File: src/rtl/sfu_relu_wb.sv
// sfu_relu_wb: write-back stage behind the SFU accumulator.
// Counts accumulate strobes, captures the SFU psum once a group is complete,
// applies ReLU + unsigned saturation and hands the result to the output SRAM
// writer over valid/ready with an auto-incrementing address.
// Optional build macro: SFU_RELU_BYPASS_EN adds relu_en; when relu_en=0 the
// psum is signed-saturated into out_bw bits instead of ReLU'd.
module sfu_relu_wb #(
    parameter int psum_bw = 16,
    parameter int out_bw  = 16,
    parameter int cnt_bw  = 8,
    parameter int addr_bw = 11
) (
    input  logic                      clk,
    input  logic                      rst,
    input  logic [cnt_bw-1:0]         acc_len,
    input  logic                      in_valid,
    output logic                      in_ready,
    input  logic signed [psum_bw-1:0] acc_in,
`ifdef SFU_RELU_BYPASS_EN
    input  logic                      relu_en,
`endif
    output logic                      acc_clr,
    output logic                      out_valid,
    input  logic                      out_ready,
    output logic [out_bw-1:0]         out_data,
    output logic [addr_bw-1:0]        out_addr,
    output logic                      proto_err
);

    typedef enum logic [1:0] {
        S_ACC     = 2'd0,
        S_CAPTURE = 2'd1,
        S_HOLD    = 2'd2
    } state_t;

    state_t              r_state;
    logic [cnt_bw-1:0]   r_count;
    logic [cnt_bw-1:0]   r_len;
    logic                r_out_valid;
    logic [out_bw-1:0]   r_out_data;
    logic [addr_bw-1:0]  r_out_addr;
    logic                r_proto_err;

    logic [cnt_bw-1:0]   w_len_new;
    logic [cnt_bw-1:0]   w_len_cur;
    logic                w_last;
    logic                w_neg;
    logic [out_bw-1:0]   w_relu;
    logic [out_bw-1:0]   w_result;

    // Group length: 0 means 1; the live acc_len only matters on the first
    // strobe of a group, afterwards the latched copy is used.
    assign w_len_new = (acc_len == '0) ? cnt_bw'(1) : acc_len;
    assign w_len_cur = (r_count == '0) ? w_len_new : r_len;
    assign w_last    = (r_count == (w_len_cur - cnt_bw'(1)));

    assign w_neg = acc_in[psum_bw-1];

    // ReLU with unsigned clamp to 2^out_bw-1. The sign bit is included in
    // the overflow slice for simplicity; negatives are handled first anyway.
    generate
        if (out_bw < psum_bw) begin : g_relu_sat
            logic w_ovf;
            assign w_ovf  = |acc_in[psum_bw-1:out_bw];
            assign w_relu = w_neg ? '0 : (w_ovf ? '1 : acc_in[out_bw-1:0]);
        end else begin : g_relu_pass
            assign w_relu = w_neg ? '0 : acc_in[out_bw-1:0];
        end
    endgenerate

`ifdef SFU_RELU_BYPASS_EN
    logic [out_bw-1:0] w_ssat;

    // Signed clamp into [-2^(out_bw-1), 2^(out_bw-1)-1]: the value fits when
    // every bit from out_bw-1 upward equals the sign.
    generate
        if (out_bw < psum_bw) begin : g_ssat
            logic [psum_bw-out_bw:0] w_top;
            logic                    w_fit;
            assign w_top  = acc_in[psum_bw-1:out_bw-1];
            assign w_fit  = (&w_top) | ~(|w_top);
            assign w_ssat = w_fit ? acc_in[out_bw-1:0]
                          : (w_neg ? {1'b1, {(out_bw-1){1'b0}}}
                                   : {1'b0, {(out_bw-1){1'b1}}});
        end else begin : g_ssat_pass
            assign w_ssat = acc_in[out_bw-1:0];
        end
    endgenerate

    assign w_result = relu_en ? w_relu : w_ssat;
`else
    assign w_result = w_relu;
`endif

    // Control FSM: count strobes, capture one cycle after the last strobe,
    // hold the result until the writer takes it.
    always_ff @(posedge clk) begin
        if (rst) begin
            r_state     <= S_ACC;
            r_count     <= '0;
            r_len       <= cnt_bw'(1);
            r_out_valid <= 1'b0;
            r_out_data  <= '0;
            r_out_addr  <= '0;
            r_proto_err <= 1'b0;
        end else begin
            if (in_valid && (r_state != S_ACC))
                r_proto_err <= 1'b1;
            case (r_state)
                S_ACC: begin
                    if (in_valid) begin
                        if (r_count == '0)
                            r_len <= w_len_new;
                        if (w_last) begin
                            r_count <= '0;
                            r_state <= S_CAPTURE;
                        end else begin
                            r_count <= r_count + cnt_bw'(1);
                        end
                    end
                end
                S_CAPTURE: begin
                    // acc_in already includes the final term here
                    r_out_data  <= w_result;
                    r_out_valid <= 1'b1;
                    r_state     <= S_HOLD;
                end
                S_HOLD: begin
                    if (r_out_valid && out_ready) begin
                        r_out_valid <= 1'b0;
                        r_out_addr  <= r_out_addr + addr_bw'(1);
                        r_state     <= S_ACC;
                    end
                end
                default: r_state <= S_ACC;
            endcase
        end
    end

    assign in_ready  = (r_state == S_ACC);
    assign acc_clr   = (r_state == S_CAPTURE);
    assign out_valid = r_out_valid;
    assign out_data  = r_out_data;
    assign out_addr  = r_out_addr;
    assign proto_err = r_proto_err;

endmodule

File: config.mk
export PLATFORM = sky130hd
export DESIGN_NAME = sfu_relu_wb
export DESIGN_NICKNAME = d
export VERILOG_FILES = /design/src/rtl/sfu_relu_wb.sv
export SDC_FILE = /design/constraint.sdc
export NUM_CORES = 1
export LEC_CHECK = 0
export ABC_AREA = 1
export BUFFER_PORTS_ARGS = -buffer_cell sky130_fd_sc_hd__buf_2
export CORE_ASPECT_RATIO = 1.75
export CORE_UTILIZATION = 54
export DETAILED_ROUTE_END_ITERATION = 12
export PLACE_DENSITY = 0.92
export REMOVE_ABC_BUFFERS = 1
export SLEW_MARGIN = 10
export SYNTH_ARGS = -nofsm -noshare
export SYNTH_HDL_FRONTEND = slang
export SYNTH_SLANG_ARGS = --single-unit
File: constraint.sdc
create_clock -name clk -period 6.9 [get_ports clk]
set_clock_uncertainty 0.2 [all_clocks]
set_input_delay 0.345 -clock clk [delete_from_list [all_inputs] [get_ports clk]]
set_output_delay 0.345 -clock clk [all_outputs]
set_load 0.01 [all_outputs]
==> results of run 1 <==
worst max-delay path, cell delays in order, from the launching register on:
cell,delay (ns)
dfxtp_1,0.36
inv_1,0.12
ha_1,0.18
nand3_1,0.10
nor2_2,0.33
nand3_1,0.16
nand2_1,0.20
ha_1,0.21
xor2_1,0.20
inv_1,0.06
nand2_1,0.06
nand3_1,0.07
nor2_1,0.08
nand2_1,0.09
nor2_4,0.14
nand4_4,0.10
nand2_4,0.15
nor2_2,0.05
per-layer routing:
metal | part of all wire | up-vias | wire length (um)
met5 | 0 | - | 0
met1 | 0.38 | 1083 | 2288
met3 | 0.038 | 25 | 230
met2 | 0.53 | 73 | 3205
li1 | - | 1253 | -
met4 | 0.047 | 0 | 283
sequential cells by signal, summed over array words and instances, names as in the netlist:
register   count
out_addr      11
r_count        8
out_data      15
r_state        2
r_len          8
out_valid      1
proto_err      1
stage by stage:
step / worst slack, ns / instances / power, mW
floorplan: 4.274 / 357 / 0.3762
global placement: 4.110 / 466 / 0.4073
detailed placement: 3.999 / 466 / 0.4108
CTS: 3.969 / 474 / 0.6119
global route: 3.592 / 474 / 0.6396
finish: 3.955 / 474 / 0.6104
placed cells by master (no fill, tap or decap), drive strengths merged:
master | Yosys | layout
o21ai | 14 | 14
clkbuf | 7 | 6
nor2 | 39 | 39
clkinvlp | 0 | 1
inv | 54 | 54
nor4 | 1 | 1
buf | 4 | 58
conb | 1 | 1
dfxtp | 46 | 46
bufinv | 0 | 1
o21bai | 1 | 1
nor3 | 6 | 6
clkinv | 1 | 1
nand3 | 40 | 40
ha | 4 | 4
nand4 | 1 | 1
xor2 | 9 | 9
nand2 | 108 | 108
o211ai | 2 | 2
a21oi | 30 | 30
kinds of logic after synthesis:
logic type                 after synthesis  synth area share
other                                    1          0.001513
xor gates and xnor gates                 9           0.03180
adders and majority gates                4           0.02019
buffers and inverters                   66            0.1060
DFF                                     46            0.3715
AOI/OAI and AO/OA                       47           0.09793
and+or+nand+nor                        195            0.3710
worst max path at each step:
| stage | endpoint | cells past startpoint | start |
|---|---|---|---|
| after floorplan | r_count[0] | 17 | r_count[0] |
| after detailed placement | r_count[6] | 17 | r_count[0] |
| after global routing | r_count[6] | 17 | r_count[0] |
| after CTS | r_count[6] | 17 | r_count[0] |
| final | r_count[6] | 17 | r_count[0] |
| after global placement | r_count[7] | 17 | r_count[0] |
where the power goes:
part / internal [mW] / switching, mW / total, mW
Combinational: 0.0420 / 0.0896 / 0.132
Clock: 0.108 / 0.0946 / 0.203
Sequential: 0.272 / 0.00454 / 0.276
area by class of cell:
type	instances	area share
Clock buffer	6	0.02512
Clock inverter	2	0.01299
Inverter	55	0.07146
Multi-Input combinational cell	256	0.4482
Sequential cell	46	0.3188
Tap cell	51	0.02209
Timing Repair Buffer	58	0.1013
==> results.md, run 1 <==
- Global-route wire length before repair: 9.722 mm
- P&R area growth vs syn: 16.56%
- Register area: 920.9 sq um
- CTS tree: done
- Routed wire length: between 6 and 7 mm
- Chip Width: around 53 um
- Peak supply drop: between 0.0002 and 0.00025 V
- Hold Path Depth: 3
- Initial Util: 0.5628
- Post-synth top area share: 0.3715
- R2R Setup Slk: between 3 and 4 ns
- Ys async rst share: 0
- Fmax achieved: about 340 MHz
- GRT Total Usage: 0.2735
- Largest net degree at the start of global routing: 29
- Cell Rows: 32
- Yosys warning count: 0
- Die area: a little under 5000 sq um
- Worst r2r dst: r_count[6]
- GRT busiest layer: met2
- Synth area leader: dfxtp_1
- Flops & latches, synth: 46
- Max-slew violations: 0
- WHS Endpoint: out_data[3]
- Predominant post-synthesis flop cell: dfxtp_1
- Worst slew pin tran: roughly 0.55 ns
- Crit end category: flop
- Design Area, Final: between 2000 and 3000 sq um
- Cells on worst reg2reg path: 17
- Root cell of the clock tree: clkbuf_8
- Ratio of cells with drive above 1 in the final layout: 0.2435
- Fillers: approximately 400
- Final min period: 2.945 ns
- WHS: 0.09051 ns
- Clk slew on worst S/H paths: ~0.090 ns
- Drc violations: 0
- Top Ports: about 60
- Slew margin rel.: 0.6298
- Core box area: 4404 sq um
- Total grt overflow: 0
- Max cap viols: 0
- CP Data Required Time: around 7 ns
- Die Ht: approximately 92 um
- Starting DRC count in detailed routing: 79
- Setup-failing EPs final: 0
- Met2 GRT Util: 0.4854
- Vias per inst: roughly 5
- Setup CP Type: flop to flop
- Htree depth: 2
- IO Port Bufs: 57
- CTS max path bufs: 2
- Setup_tns: 0 ns
- Worst Hold Launch: acc_in[3]
- Clock sink total: between 40 and 50
- Routed Antenna Nets: 0
- DR pass1 iterations: 4
- RSZ-0062 raised after global routing: no
- Synth cell types: 26
- Top cells by instance count after synthesis: 95 x nand2_1, 47 x inv_1, 46 x dfxtp_1
- Final nets: 454
- Synthesized instance count: around 370
- Post-CTS setup buffer count: 0
- Vias: roughly 2.4k
- Post-synthesis average cell area: 6.735 sq um
- Wire length per cell: approximately 13 um
- Final core occ: 0.6560
- Area of the multi-input gates: 1295 sq um
- GR Util met1: 0.2667
- Worst Path Arrival: 2.95 ns
- PD cells: approximately 210 nW/um^2
- Sequential-to-total area share from yosys stat: 0.3715
- Hold Buf Count CTS: 0
- DP Area: 2779 sq um
- ANT cells: 0
- RR Startpoint: r_count[0]
- Top-count cell post-synth: nand2_1
- Post-synth EDFFs: 0
- Post-cts resize count: 0
- CP max FO: 11
- Leakage Power: ~1.4 nW
- Synthesized area: roughly 2500 sq um
- Clock latency on the worst-skew pair: roughly 0.31 ns
- Critical Path Source Type: flop
- HPWL Detailed: ~4.5 mm
- Met3 Resource Use GR: 0.04975
- Initial antenna violation count: 0
- Final worst path period share: 0.4269
- Dominant cells by area after synthesis: dfxtp_1 37%, nand2_1 14%, nand3_1 8.1%
- Clock buffer count from CTS: 5
- GP Congestion: slightly above 0.9
- Status: finished, final reports clean
- Worst hold path type: primary input to flop
- Number of global-route vias before repair: between 2k and 2.5k
- Hold Vio Cnt, Final: 0
No activity file was read; power rests on OpenSTA's default activity.
==> run 2: changes to the inputs <==
Settings changed: CORE_UTILIZATION 54 to 48, PLACE_DENSITY 0.92 to 0.87.
Clock period 6.9 ns to 2.45 ns, I/O delays scaled along.
==> run 2 against run 1 <==
The run now ends with setup timing left. Final cell count up 8.2%. Fmax increased by 20%. Sequential cell count did not move. Register-to-register slack lost 4.0 ns. Critical path type unchanged.
==> results.md, run 2 (synthesis gave the netlist of run 1 again) <==
- GP Congestion: 0.8869 (-4.8%)
- Slowest stage delay, CP: 0.33 ns (-0.03 ns)
- CP Cell Sequence: inv_2, ha_4, nand2_4, nor2_4, nand2_4, nand2_4, nand2_4, ha_4, xor2_2, inv_1, nand2_1, nand3_1, nor2_1, nand2_1, nor2_4, nand4_4, nand2_8, nor2_2
- WHS: 0.01622 ns (-0.07429 ns)
- Max cap viols: 0 (unchanged)
- Most frequent CP cell: nand2_4
- Max-slew violations: 0 (unchanged)
- CP Data Required Time: 2.45 ns (-4.45 ns)
- Hold Path Depth: 5 (+2)
- Kind of cell adding the most delay to the critical path: simple AND/OR/NAND/NOR gates
- Core box area: 4977 sq um (+13%)
- Worst Path Arrival: 2.46 ns (-0.49 ns)
- R2R Setup Slk: -0.01 ns (-3.96 ns)
- Leakage Power: 1.598 nW (+14%)
- Clock buffer count from CTS: 5 (unchanged)
- Vias: 2668 (+9.6%)
- Final nets: 490 (+7.9%)
- ANT cells: 0 (unchanged)
- P&R area growth vs syn: 34.02%
- Wire length per cell: 13.71 um (+8.1%)
- Crit path from: r_count[1]
- Ratio of cells with drive above 1 in the final layout: 0.2941 (+0.05062)
- WHS Endpoint: r_len[7]
- Crit end category: flop
- Drc violations: 0 (unchanged)
- Die area: 5466 sq um (+12%)
- GRT Total Usage: 0.2544 (-0.01903)
- Worst Hold Launch: acc_len[7]
- Worst slew pin tran: 0.5519 ns (-0.001995 ns)
- Global-route wire length before repair: 11.00 mm (+13%)
- IO Port Bufs: 57 (unchanged)
- Most common cell after layout, fill and taps aside: nand2_1
- Clock latency on the worst-skew pair: 0.30 ns (about the same)
- Final worst path period share: 1.004 (+0.5773)
- Die Ht: 97.06 um (+5.9%)
- Routed wire length: 7.031 mm (+17%)
- Status: finished, violations left
- RSZ-0062 raised after global routing: yes
- Worst hold path type: primary input to flop
- Total grt overflow: 0 (unchanged)
- Initial Util: 0.4980 (-0.06480)
- CP max FO: 7 (-4)
- Setup CP Type: flop to flop
- Number of global-route vias before repair: 2605 (+11%)
- Final min period: 2.460 ns (-0.4851 ns)
- Setup_tns: -0.02304 ns (-0.02304 ns)
- Top Ports: 59 (unchanged)
- Slew margin rel.: 0.6320 (+0.002225)
- Number of flip-flops in the largest register: 15 (unchanged)
- HPWL Detailed: 4.698 mm (+5.1%)
- Clock sink total: 46 (unchanged)
- Most frequent cells in the layout: 92 x nand2_1, 57 x buf_2, 45 x inv_1
- Chip Width: 56.32 um (+5.8%)
- Initial antenna violation count: 0 (unchanged)
- Peak supply drop: 0.0004834 V (+110%)
- Fmax achieved: 406.4 MHz (+20%)
- Final setup margin: -0.01034 ns (-3.965 ns)
- Largest net degree at the start of global routing: 29 (unchanged)
- Setup-failing EPs final: 6 (+6)
- Hold Vio Cnt, Final: 0 (unchanged)
- Vias per inst: 5.201 (+1.3%)
- Cells on worst reg2reg path: 18 (+1)
- CTS tree: done
- Critical Path Source Type: flop
- RR Startpoint: r_count[1]
- Critical path depth in cells: 18 (+1)
- Clk slew on worst S/H paths: 0.09 ns (about the same)
- Htree depth: 2 (unchanged)
- Critical-path top delay cell: dfxtp_2
- PD cells: 555.7 nW/um^2 (+160%)
- DR pass1 iterations: 4 (unchanged)
- Crit path buf inv count: 2 (unchanged)
- CTS max path bufs: 2 (unchanged)
- Root cell of the clock tree: clkbuf_8
- Cell Rows: 34 (+6.3%)
- Worst r2r dst: r_count[3]
- Starting DRC count in detailed routing: 91 (+15%)
- Failing checks: setup timing
- Total power: 1.846 mW (+200%)
- Routed Antenna Nets: 0 (unchanged)
[run 2: cell types whose count changed in the layout (fill, tap and decap cells not counted), moves of 3 or more]
cell           delta
nand2_4           +5
buf_4            +18
dlygate4sd3_1    +17
nand2_2           -3
nand2_1           -3
[run 2: worst min-delay path, stage by stage]
cell     delay, ns
buf_2         0.09
nand2_1       0.07
nand2_1       0.09
o21ai_0       0.07
inv_1         0.05
[run 2: stage by stage]
| step | cell area, sq um | setup slack (ns) | cells | util |
|---|---|---|---|---|
| CTS | 3229 | 0.01699 | 511 | 0.6488 |
| global placement | 2888 | 0.04404 | 483 | 0.5802 |
| global route | 3322 | -0.2662 | 513 | 0.6674 |
| detailed placement | 2888 | -0.1093 | 483 | 0.5802 |
| floorplan | 2422 | -0.1759 | 357 | - |
| finish | 3322 | -0.01034 | 513 | 0.6674 |
[run 2: worst max-delay path by stage]
| stage | end |
|---|---|
| 6_report | r_count[3] |
| 5_1_grt | r_count[4] |
| 4_1_cts | r_count[0] |
| 3_5_place_dp | r_count[0] |
| 3_3_place_gp | r_count[7] |
| 2_1_floorplan | r_count[2] |
[run 2: area by class of cell]
type,instances,area (sq um)
Inverter,55,206.4
Fill cell,412,1655
Multi-Input combinational cell,256,1401
Clock buffer,5,68.82
Sequential cell,46,923.4
Tap cell,54,67.56
Timing Repair Buffer,94,609.3
Clock inverter,3,45.04
[run 2: metal layers]
metal	vias up	routed length, um	GRT usage
li1	1330	-	-
met1	1223	2493	0.2313
met2	88	4017	0.4826
met3	27	222	0.03995
met4	0	297	0.1876
met5	-	0	0
[run 2: report_power, final]
group / switching (mW) / internal [mW] / total (mW)
logic: 0.293 / 0.203 / 0.496
clock network: 0.269 / 0.304 / 0.573
registers: 0.0113 / 0.765 / 0.777
[run 2: what timing repair did]
item | CTS | global route
hold buffers | 17 | 0
pin swaps | 7 | 14
gates resized for setup | 10 | 15
hold endpoints to repair | 17 | 0
buffers inserted | 3 | 2
setup endpoints to repair | 9 | 9
